[src/rtl/ram_wr_pkg.sv]
// Shared types for the four-bank RAM write demux (write-side twin of the read mux).
package ram_wr_pkg;

    localparam int NUM_BANKS      = 4;
    localparam int DATA_W_DEFAULT = 18;

    typedef logic [1:0] bank_sel_t;

    typedef enum logic [1:0] {
        IDLE,
        LOAD,
        FINISH
    } state_t;

endpackage

[src/rtl/ram_wr_stage.sv]
// One-entry register slice holding {sel, addr, data} between the input stream and the banks.
module ram_wr_stage
    import ram_wr_pkg::*;
#(
    parameter int DATA_W = DATA_W_DEFAULT,
    parameter int ADDR_W = 8
) (
    input  logic              clk,
    input  logic              rst_n,
    input  logic              load,
    input  logic              fire,
    input  bank_sel_t         ld_sel,
    input  logic [ADDR_W-1:0] ld_addr,
    input  logic [DATA_W-1:0] ld_data,
    output logic              stg_valid,
    output bank_sel_t         stg_sel,
    output logic [ADDR_W-1:0] stg_addr,
    output logic [DATA_W-1:0] stg_data
);

    logic              valid_q, valid_d;
    bank_sel_t         sel_q, sel_d;
    logic [ADDR_W-1:0] addr_q, addr_d;
    logic [DATA_W-1:0] data_q, data_d;

    // A load wins over a fire: the slot is refilled in the same cycle it drains.
    always_comb begin
        valid_d = valid_q;
        sel_d   = sel_q;
        addr_d  = addr_q;
        data_d  = data_q;
        if (load) begin
            valid_d = 1'b1;
            sel_d   = ld_sel;
            addr_d  = ld_addr;
            data_d  = ld_data;
        end else if (fire) begin
            valid_d = 1'b0;
        end
    end

    always_ff @(posedge clk or negedge rst_n) begin
        if (!rst_n) begin
            valid_q <= 1'b0;
            sel_q   <= '0;
            addr_q  <= '0;
            data_q  <= '0;
        end else begin
            valid_q <= valid_d;
            sel_q   <= sel_d;
            addr_q  <= addr_d;
            data_q  <= data_d;
        end
    end

    assign stg_valid = valid_q;
    assign stg_sel   = sel_q;
    assign stg_addr  = addr_q;
    assign stg_data  = data_q;

endmodule

[src/rtl/ram_wr_demux.sv]
// Routes a framed element stream to one of four RAM banks via a registered write stage.
// Optional per-bank write counters are enabled with RAM_WR_DEMUX_CNT_EN.
module ram_wr_demux
    import ram_wr_pkg::*;
#(
    parameter int DATA_W = DATA_W_DEFAULT,
    parameter int ADDR_W = 8,
    parameter int CNT_W  = 16
) (
    input  logic                 clk,
    input  logic                 rst_n,
    input  logic                 start,
    input  logic [CNT_W-1:0]     load_len,
    input  logic                 in_valid,
    output logic                 in_ready,
    input  logic [DATA_W-1:0]    in_data,
    input  logic [ADDR_W-1:0]    in_addr,
    input  bank_sel_t            in_select,
    input  logic [NUM_BANKS-1:0] bank_busy,
    output logic [NUM_BANKS-1:0] bank_we,
    output logic [ADDR_W-1:0]    bank_addr,
    output logic [DATA_W-1:0]    bank_data,
    output logic                 busy,
    output logic                 done
`ifdef RAM_WR_DEMUX_CNT_EN
    ,
    output logic [NUM_BANKS-1:0][CNT_W-1:0] bank_wr_cnt
`endif
);

    state_t           state_q, state_d;
    logic [CNT_W-1:0] remaining_q, remaining_d;

    logic      stg_valid;
    bank_sel_t stg_sel;
    logic      stg_fire;
    logic      accept;
    logic      start_ok;

    assign stg_fire = stg_valid && !bank_busy[stg_sel];
    assign in_ready = (state_q == LOAD) && (remaining_q != '0) && (!stg_valid || stg_fire);
    assign accept   = in_valid && in_ready;
    assign start_ok = (state_q == IDLE) && start;
    assign bank_we  = stg_fire ? ({{(NUM_BANKS-1){1'b0}}, 1'b1} << stg_sel) : '0;
    assign busy     = (state_q == LOAD);
    assign done     = (state_q == FINISH);

    ram_wr_stage #(
        .DATA_W (DATA_W),
        .ADDR_W (ADDR_W)
    ) u_stage (
        .clk       (clk),
        .rst_n     (rst_n),
        .load      (accept),
        .fire      (stg_fire),
        .ld_sel    (in_select),
        .ld_addr   (in_addr),
        .ld_data   (in_data),
        .stg_valid (stg_valid),
        .stg_sel   (stg_sel),
        .stg_addr  (bank_addr),
        .stg_data  (bank_data)
    );

    // Only the final staged write can end the load, so finishing needs remaining == 0.
    always_comb begin
        state_d     = state_q;
        remaining_d = remaining_q;
        case (state_q)
            IDLE: begin
                if (start) begin
                    remaining_d = load_len;
                    state_d     = LOAD;
                end
            end
            LOAD: begin
                if (accept) begin
                    remaining_d = remaining_q - CNT_W'(1);
                end
                if ((remaining_q == '0) && (!stg_valid || stg_fire)) begin
                    state_d = FINISH;
                end
            end
            FINISH:  state_d = IDLE;
            default: state_d = IDLE;
        endcase
    end

    always_ff @(posedge clk or negedge rst_n) begin
        if (!rst_n) begin
            state_q     <= IDLE;
            remaining_q <= '0;
        end else begin
            state_q     <= state_d;
            remaining_q <= remaining_d;
        end
    end

`ifdef RAM_WR_DEMUX_CNT_EN
    logic [NUM_BANKS-1:0][CNT_W-1:0] cnt_q, cnt_d;

    // Counters survive done so the controller can read them until the next load.
    always_comb begin
        cnt_d = cnt_q;
        for (int i = 0; i < NUM_BANKS; i++) begin
            if (start_ok) begin
                cnt_d[i] = '0;
            end else begin
                cnt_d[i] = cnt_q[i] + {{(CNT_W-1){1'b0}}, bank_we[i]};
            end
        end
    end

    always_ff @(posedge clk or negedge rst_n) begin
        if (!rst_n) begin
            cnt_q <= '0;
        end else begin
            cnt_q <= cnt_d;
        end
    end

    assign bank_wr_cnt = cnt_q;
`else
    logic unused_start_ok;
    assign unused_start_ok = start_ok;
`endif

endmodule

[config.mk]
export PLATFORM = sky130hd
export DESIGN_NAME = ram_wr_demux
export DESIGN_NICKNAME = d
export VERILOG_FILES = /design/src/rtl/ram_wr_pkg.sv /design/src/rtl/ram_wr_stage.sv /design/src/rtl/ram_wr_demux.sv
export SDC_FILE = /design/constraint.sdc
export NUM_CORES = 1
export LEC_CHECK = 0
export ABC_CLOCK_PERIOD_IN_PS = 3750
export BUFFER_PORTS_ARGS = -buffer_cell sky130_fd_sc_hd__buf_2
export CELL_PAD_IN_SITES_DETAIL_PLACEMENT = 0
export CELL_PAD_IN_SITES_GLOBAL_PLACEMENT = 1
export CORE_MARGIN = 10
export CORE_UTILIZATION = 41
export DETAILED_ROUTE_END_ITERATION = 12
export GPL_TIMING_DRIVEN = 0
export MAX_ROUTING_LAYER = met4
export PLACE_DENSITY = 0.84
export SLEW_MARGIN = 0
export SYNTH_ARGS = -nofsm -noshare
export SYNTH_HDL_FRONTEND = slang
export SYNTH_SLANG_ARGS = --single-unit
export TNS_END_PERCENT = 50
[constraint.sdc]
create_clock -name clk -period 3.75 [get_ports clk]
set_input_delay 0.1875 -clock clk [delete_from_list [all_inputs] [get_ports clk]]
set_output_delay 0.1875 -clock clk [all_outputs]
set_load 0.03 [all_outputs]
# [Word level (Yosys, flattened, before mapping)]
# Index checks and enable logic that the tools add are counted.
[word_totals] ff_bits=47 input_bits=52 wordCells=40
[op_classes] n_addsub=1 magnitude_cmp=1 n_eq_ne=5 shifts=1 muxes=11 n_reduce_logical=15
[op_table] op="$mux W16" count=2
[op_table] op="$pmux W16 S2" count=1
[op_table] op="$logic_not A16 Y1" count=1
[op_table] op="$reduce_bool A16 Y1" count=1
[op_table] op="$sub A16 B1 Y16 const B" count=1
[op_table] op="$logic_and A1 B1 Y1" count=5
[op_table] op="$mux W2" count=2
[op_table] op="$mux W4" count=1
[op_table] op="$ne A2 B1 Y1 const B" count=2
[op_table] op="$pmux W2 S2" count=1
[op_table] op="$reduce_bool A2 Y1" count=2
[op_table] op="$shl A1 B2 Y4 const A" count=1
[op_table] op="$lt A2 B3 Y1 const B" count=1
[op_table] op="$mux W1" count=3
[op_table] op="$reduce_and A3 Y1" count=1
[op_table] op="$bmux W1 S2" count=1
[op_table] op="$eq A2 B1 Y1 const B" count=1
[op_table] op="$eq A2 B2 Y1 const B" count=1
[op_table] op="$logic_not A1 Y1" count=2
[op_table] op="$logic_not A2 Y1" count=1
[op_table] op="$ne A2 B2 Y1 const B" count=1
[op_table] op="$reduce_and A2 Y1" count=1
[op_table] op="$logic_or A1 B1 Y1" count=1

# [Logic depth before layout (Yosys ltp)]
[depth] depth_word=9 depth_mapped=8 ltp_nobuf=7

# [Cells and area by module]
# A second synthesis with hierarchy kept.
[hier_totals] hier_cells=203 area_unflattened_um2=2396.0
[by_module_without_submodules] mod="ram_wr_demux" instances=1 cells_per_inst=141 area_each_um2=1282.5
[by_module_without_submodules] mod="ram_wr_stage" instances=1 cells_per_inst=62 area_each_um2=1113.6

# [Worst setup path before layout]
# Ideal clock, no wire load.
[synth_timing] kind="reg-to-reg" start="register remaining_q[0]" end="register u_stage.addr_q[0], in the netlist u_stage.stg_addr[0]" setup_time_ns=0.125 arrival_time_ns=1.918 setup_slack_ns=1.707 stages_incl_launch_ff=9 n_path_buf=1 synth_period_minus_slack_ns=2.043 path_cell_list="dfrtp_1 > inv_1 > ha_1 > nor4b_4 > and4_4 > nor3_4 > nand2_4 > buf_12 > mux2_4"
[synth_between] elab_chain_len=4
[synth_lines] item="start: declaration" line="ram_wr_demux.sv:32" source="logic [CNT_W-1:0] remaining_q, remaining_d;"
[synth_lines] item="start signal: assignment" line="ram_wr_demux.sv:95" source="remaining_q <= remaining_d;"
[synth_lines] item="$reduce_bool A16 Y1" line="ram_wr_demux.sv:41" source="assign in_ready = (state_q == LOAD) && (remaining_q != '0) && (!stg_valid || stg_fire);"
[synth_lines] item="$logic_and A1 B1 Y1 (2 in a row)" line="ram_wr_demux.sv:41"
[synth_lines] item="via in_ready" line="ram_wr_demux.sv:15" source="output logic in_ready,"
[synth_lines] item="$logic_and A1 B1 Y1" line="ram_wr_demux.sv:42" source="assign accept = in_valid && in_ready;"
[synth_lines] item="end signal: assignment" line="ram_wr_stage.sv:51" source="addr_q <= addr_d;"
[synth_lines] item="end: declaration" line="ram_wr_stage.sv:23" source="logic [ADDR_W-1:0] addr_q, addr_d;"
# The timed path passes the listed nets, and every way through them passes these cells.
# A chain may end at the register's enable or synchronous reset.

# [Final worst setup path]
[layout_timing] start="register remaining_q[0]" end="register u_stage.data_q[1], in the netlist u_stage.stg_data[1]"
[layout_between] elab_chain_len=4
[layout_lines] item="$reduce_bool A16 Y1" line="ram_wr_demux.sv:41"
[layout_lines] item="$logic_and A1 B1 Y1 (2 in a row)" line="ram_wr_demux.sv:41"
[layout_lines] item="$logic_and A1 B1 Y1" line="ram_wr_demux.sv:42"
[layout_lines] item="end signal: assignment" line="ram_wr_stage.sv:52" source="data_q <= data_d;"
[layout_lines] item="end: declaration" line="ram_wr_stage.sv:24" source="logic [DATA_W-1:0] data_q, data_d;"
# No other way between the ends.

==> qor.csv <==
metric;value;unit
Post-synth EDFFs;0;
RSZ-0062 raised after global routing;no;
Fmax;0.435;GHz
GP Congestion;0.844;
routed len/inst;18.5;microns
post-route minimum period;2.30;ns
status;finished, final reports clean;
HP Class;input pin to asynchronous set/reset pin;
GRT Overall Usage;15.0;%
static leakage;0.00155;uW
Area growth syn-to-layout;25.2;%
detailed-route DRC error count;0;
Rows;28;
final worst-path cycle share;61.2;%
n_diodes;0;
Hold Vio Cnt, Final;0;
Setup TNS;0;ns
Syn. warnings;0;
Buf/Inv on CP;2;
DRT antenna net count;0;
latest clock arrival within the worst-skew pair;0.31;ns
Slowest cell on crit path;nor4b_4;
CTS resizes;0;
# clock sinks;47;
clk_skew;0.00362;ns
Synth area leaders;dfrtp_1, mux2_4, a21oi_1;
post-route setup slack;1.45;ns
predominant post-synthesis flop cell;dfrtp_1;
hold buffer count at cts;0;
die height;98.5;microns
Synth top cells by count;dfrtp_1, mux2_4, a21oi_1;
maximum vdd drop;0.000393;V
Cell Area, Synth;2530;sq um
Finish-stage setup viols;0;
placed wire-length estimate;5.33;mm
area of the core;5960;sq um
worst slack, placed;1.51;ns
family with the most delay on the worst path;simple AND/OR/NAND/NOR gates;
final slew viol count;0;
largest net degree at the start of global routing;48;
CTS H-tree depth;2;
Initial Util;42.4;%
drt initial violations;103;
share of cells above drive strength 1;44.1;%
Num CTS Buffers;5;
crit path capture type;register;
crit path max fanout;10;
Max Cap Viol;0;
count leader, synth;dfrtp_1;
global-route wire length before repair;11.6;mm
async set-reset flop share out of synthesis;100;%
CTS root buf;clkbuf_8;
total global routing overflow;0;
WP data arrival;2.49;ns
number of vias per cell;5.31;
Reg2Reg Setup Slack;1.45;ns
I/O pin count;85;
CTS tree;yes;
Seq/Total Area, Yosys;46.6;%
Seq cells post-synth;47;
Die Area;9700;sq um
Mapped Cells;221;
post-CTS setup buffers;0;
Die X;98.5;microns
Cell Pwr Density;877;nW/um^2
vias in the first global route;2137;
crit-path cells;inv_1 -> ha_1 -> nor4b_4 -> and4_4 -> nor3_4 -> nand2_4 -> buf_12 -> mux2_4;
top cell type's share of synthesized area;46.6;%
Rel. slew slack;28.9;%
CP Class;register to register;
Pre-antenna DRT Iters;4;
Avg Synthesized Cell Area;11.4;sq um
post-synth top area cell;dfrtp_1;
Port Buffer Count;84;
number of distinct library cells after synthesis;44;
Worst EP required;3.95;ns
Max clock buf depth;2;
Mapped Nets;274;
initial antenna violation count;0;
vias post-DR;2061;
Slew @ Worst Pin;1.07;ns
Post-Route WL;7.18;mm
Nets;365;
Critical Path Source Type;register;
CP max stage delay;0.45;ns
CTS clock-pin slew for the worst setup and hold paths;0.09;ns
kinds of logic after synthesis:
group	Yosys count	synth area share [%]
adder cells (fa/ha/maj)	1	0.495
flip-flops	47	46.6
buffers and inverters	16	5.10
AND/OR/NAND/NOR	66	15.7
AO/OA/AOI/OAI	61	14.6
multiplexers	30	17.6
through the flow:
stage	util, %	instances	cell area [sq um]	hold WS [ns]	total power, uW
final	53.1	388	3160	0.0533	2770
after global routing	53.1	388	3160	0.0871	2950
after CTS	53.1	388	3160	0.0932	2800
after detailed placement	51.1	380	3040	0.421	2390
after global placement	51.1	380	3040	0.419	2350
after floorplan	-	221	2530	-0.108	1990
worst register-to-register path: stages, from the launching register on:
cell and delay (ns):
dfrtp_1 0.40, inv_1 0.09, ha_1 0.24, nor4b_4 0.45, and4_4 0.36, nor3_4 0.06, nand2_4 0.12, buf_12 0.16
mux2_4 0.31
final timing paths:
| check | start | to | cells after the start |
|---|---|---|---|
| setup / recovery | remaining_q[0] | u_stage.stg_data[1] | 8 |
| hold / removal | rst_n | remaining_q[7] | 1 |
| setup reg to reg | remaining_q[0] | u_stage.stg_data[1] | 8 |
| hold reg to reg | u_stage.stg_data[13] | u_stage.stg_data[13] | 1 |
| max in group asynchronous | rst_n | remaining_q[2] | 1 |
| min in group clk | in_addr[1] | u_stage.stg_addr[1] | 2 |
state kept, by name, summed over array words and instances, names as in the netlist:
register and flops:
u_stage.stg_addr 8, u_stage.stg_valid 1, u_stage.stg_sel 2, state_q 2, remaining_q 16, u_stage.stg_data 18
cells in the final DEF, fill, tap and decap left out, types with 3 or more instances in the layout:
master,n
o2bb2ai_1,3
o31ai_1,3
clkbuf_8,6
o21ai_0,9
buf_2,88
mux2_4,28
nand2_1,22
clkbuf_1,3
and3_1,3
nor3_1,4
or3_1,3
nand4_1,3
buf_12,3
nand3_1,4
inv_1,4
nand2b_1,6
a21oi_1,26
dfrtp_1,47
o22ai_1,9
nor2_1,7
final cells by class:
class	count	area, sq um
multi-input cells	158	1220
flip-flops and latches	47	1180
well taps	75	93.8
clock buffers	6	82.6
repair buffers	84	420
inverters	4	15.0
plain buffers	12	114
fillers	571	2790
clock inverters	2	38.8
per-layer routing:
| layer | global-route usage [%] | part of all wire, % | wire (microns) |
|---|---|---|---|
| met1 | 17.7 | 42 | 3020 |
| met3 | 3.14 | 4.1 | 293 |
| met2 | 24.8 | 53 | 3770 |
| met5 | - | 0 | 0 |
| met4 | 5.29 | 1.3 | 91 |
where the power goes:
part,switching [uW],leakage (uW),internal [uW],total [uW]
Combinational,807,0.000943,609,1420
Clock,182,0.0000618,219,402
Sequential,204,0.000548,751,955
(Power assumes the default switching activity.)
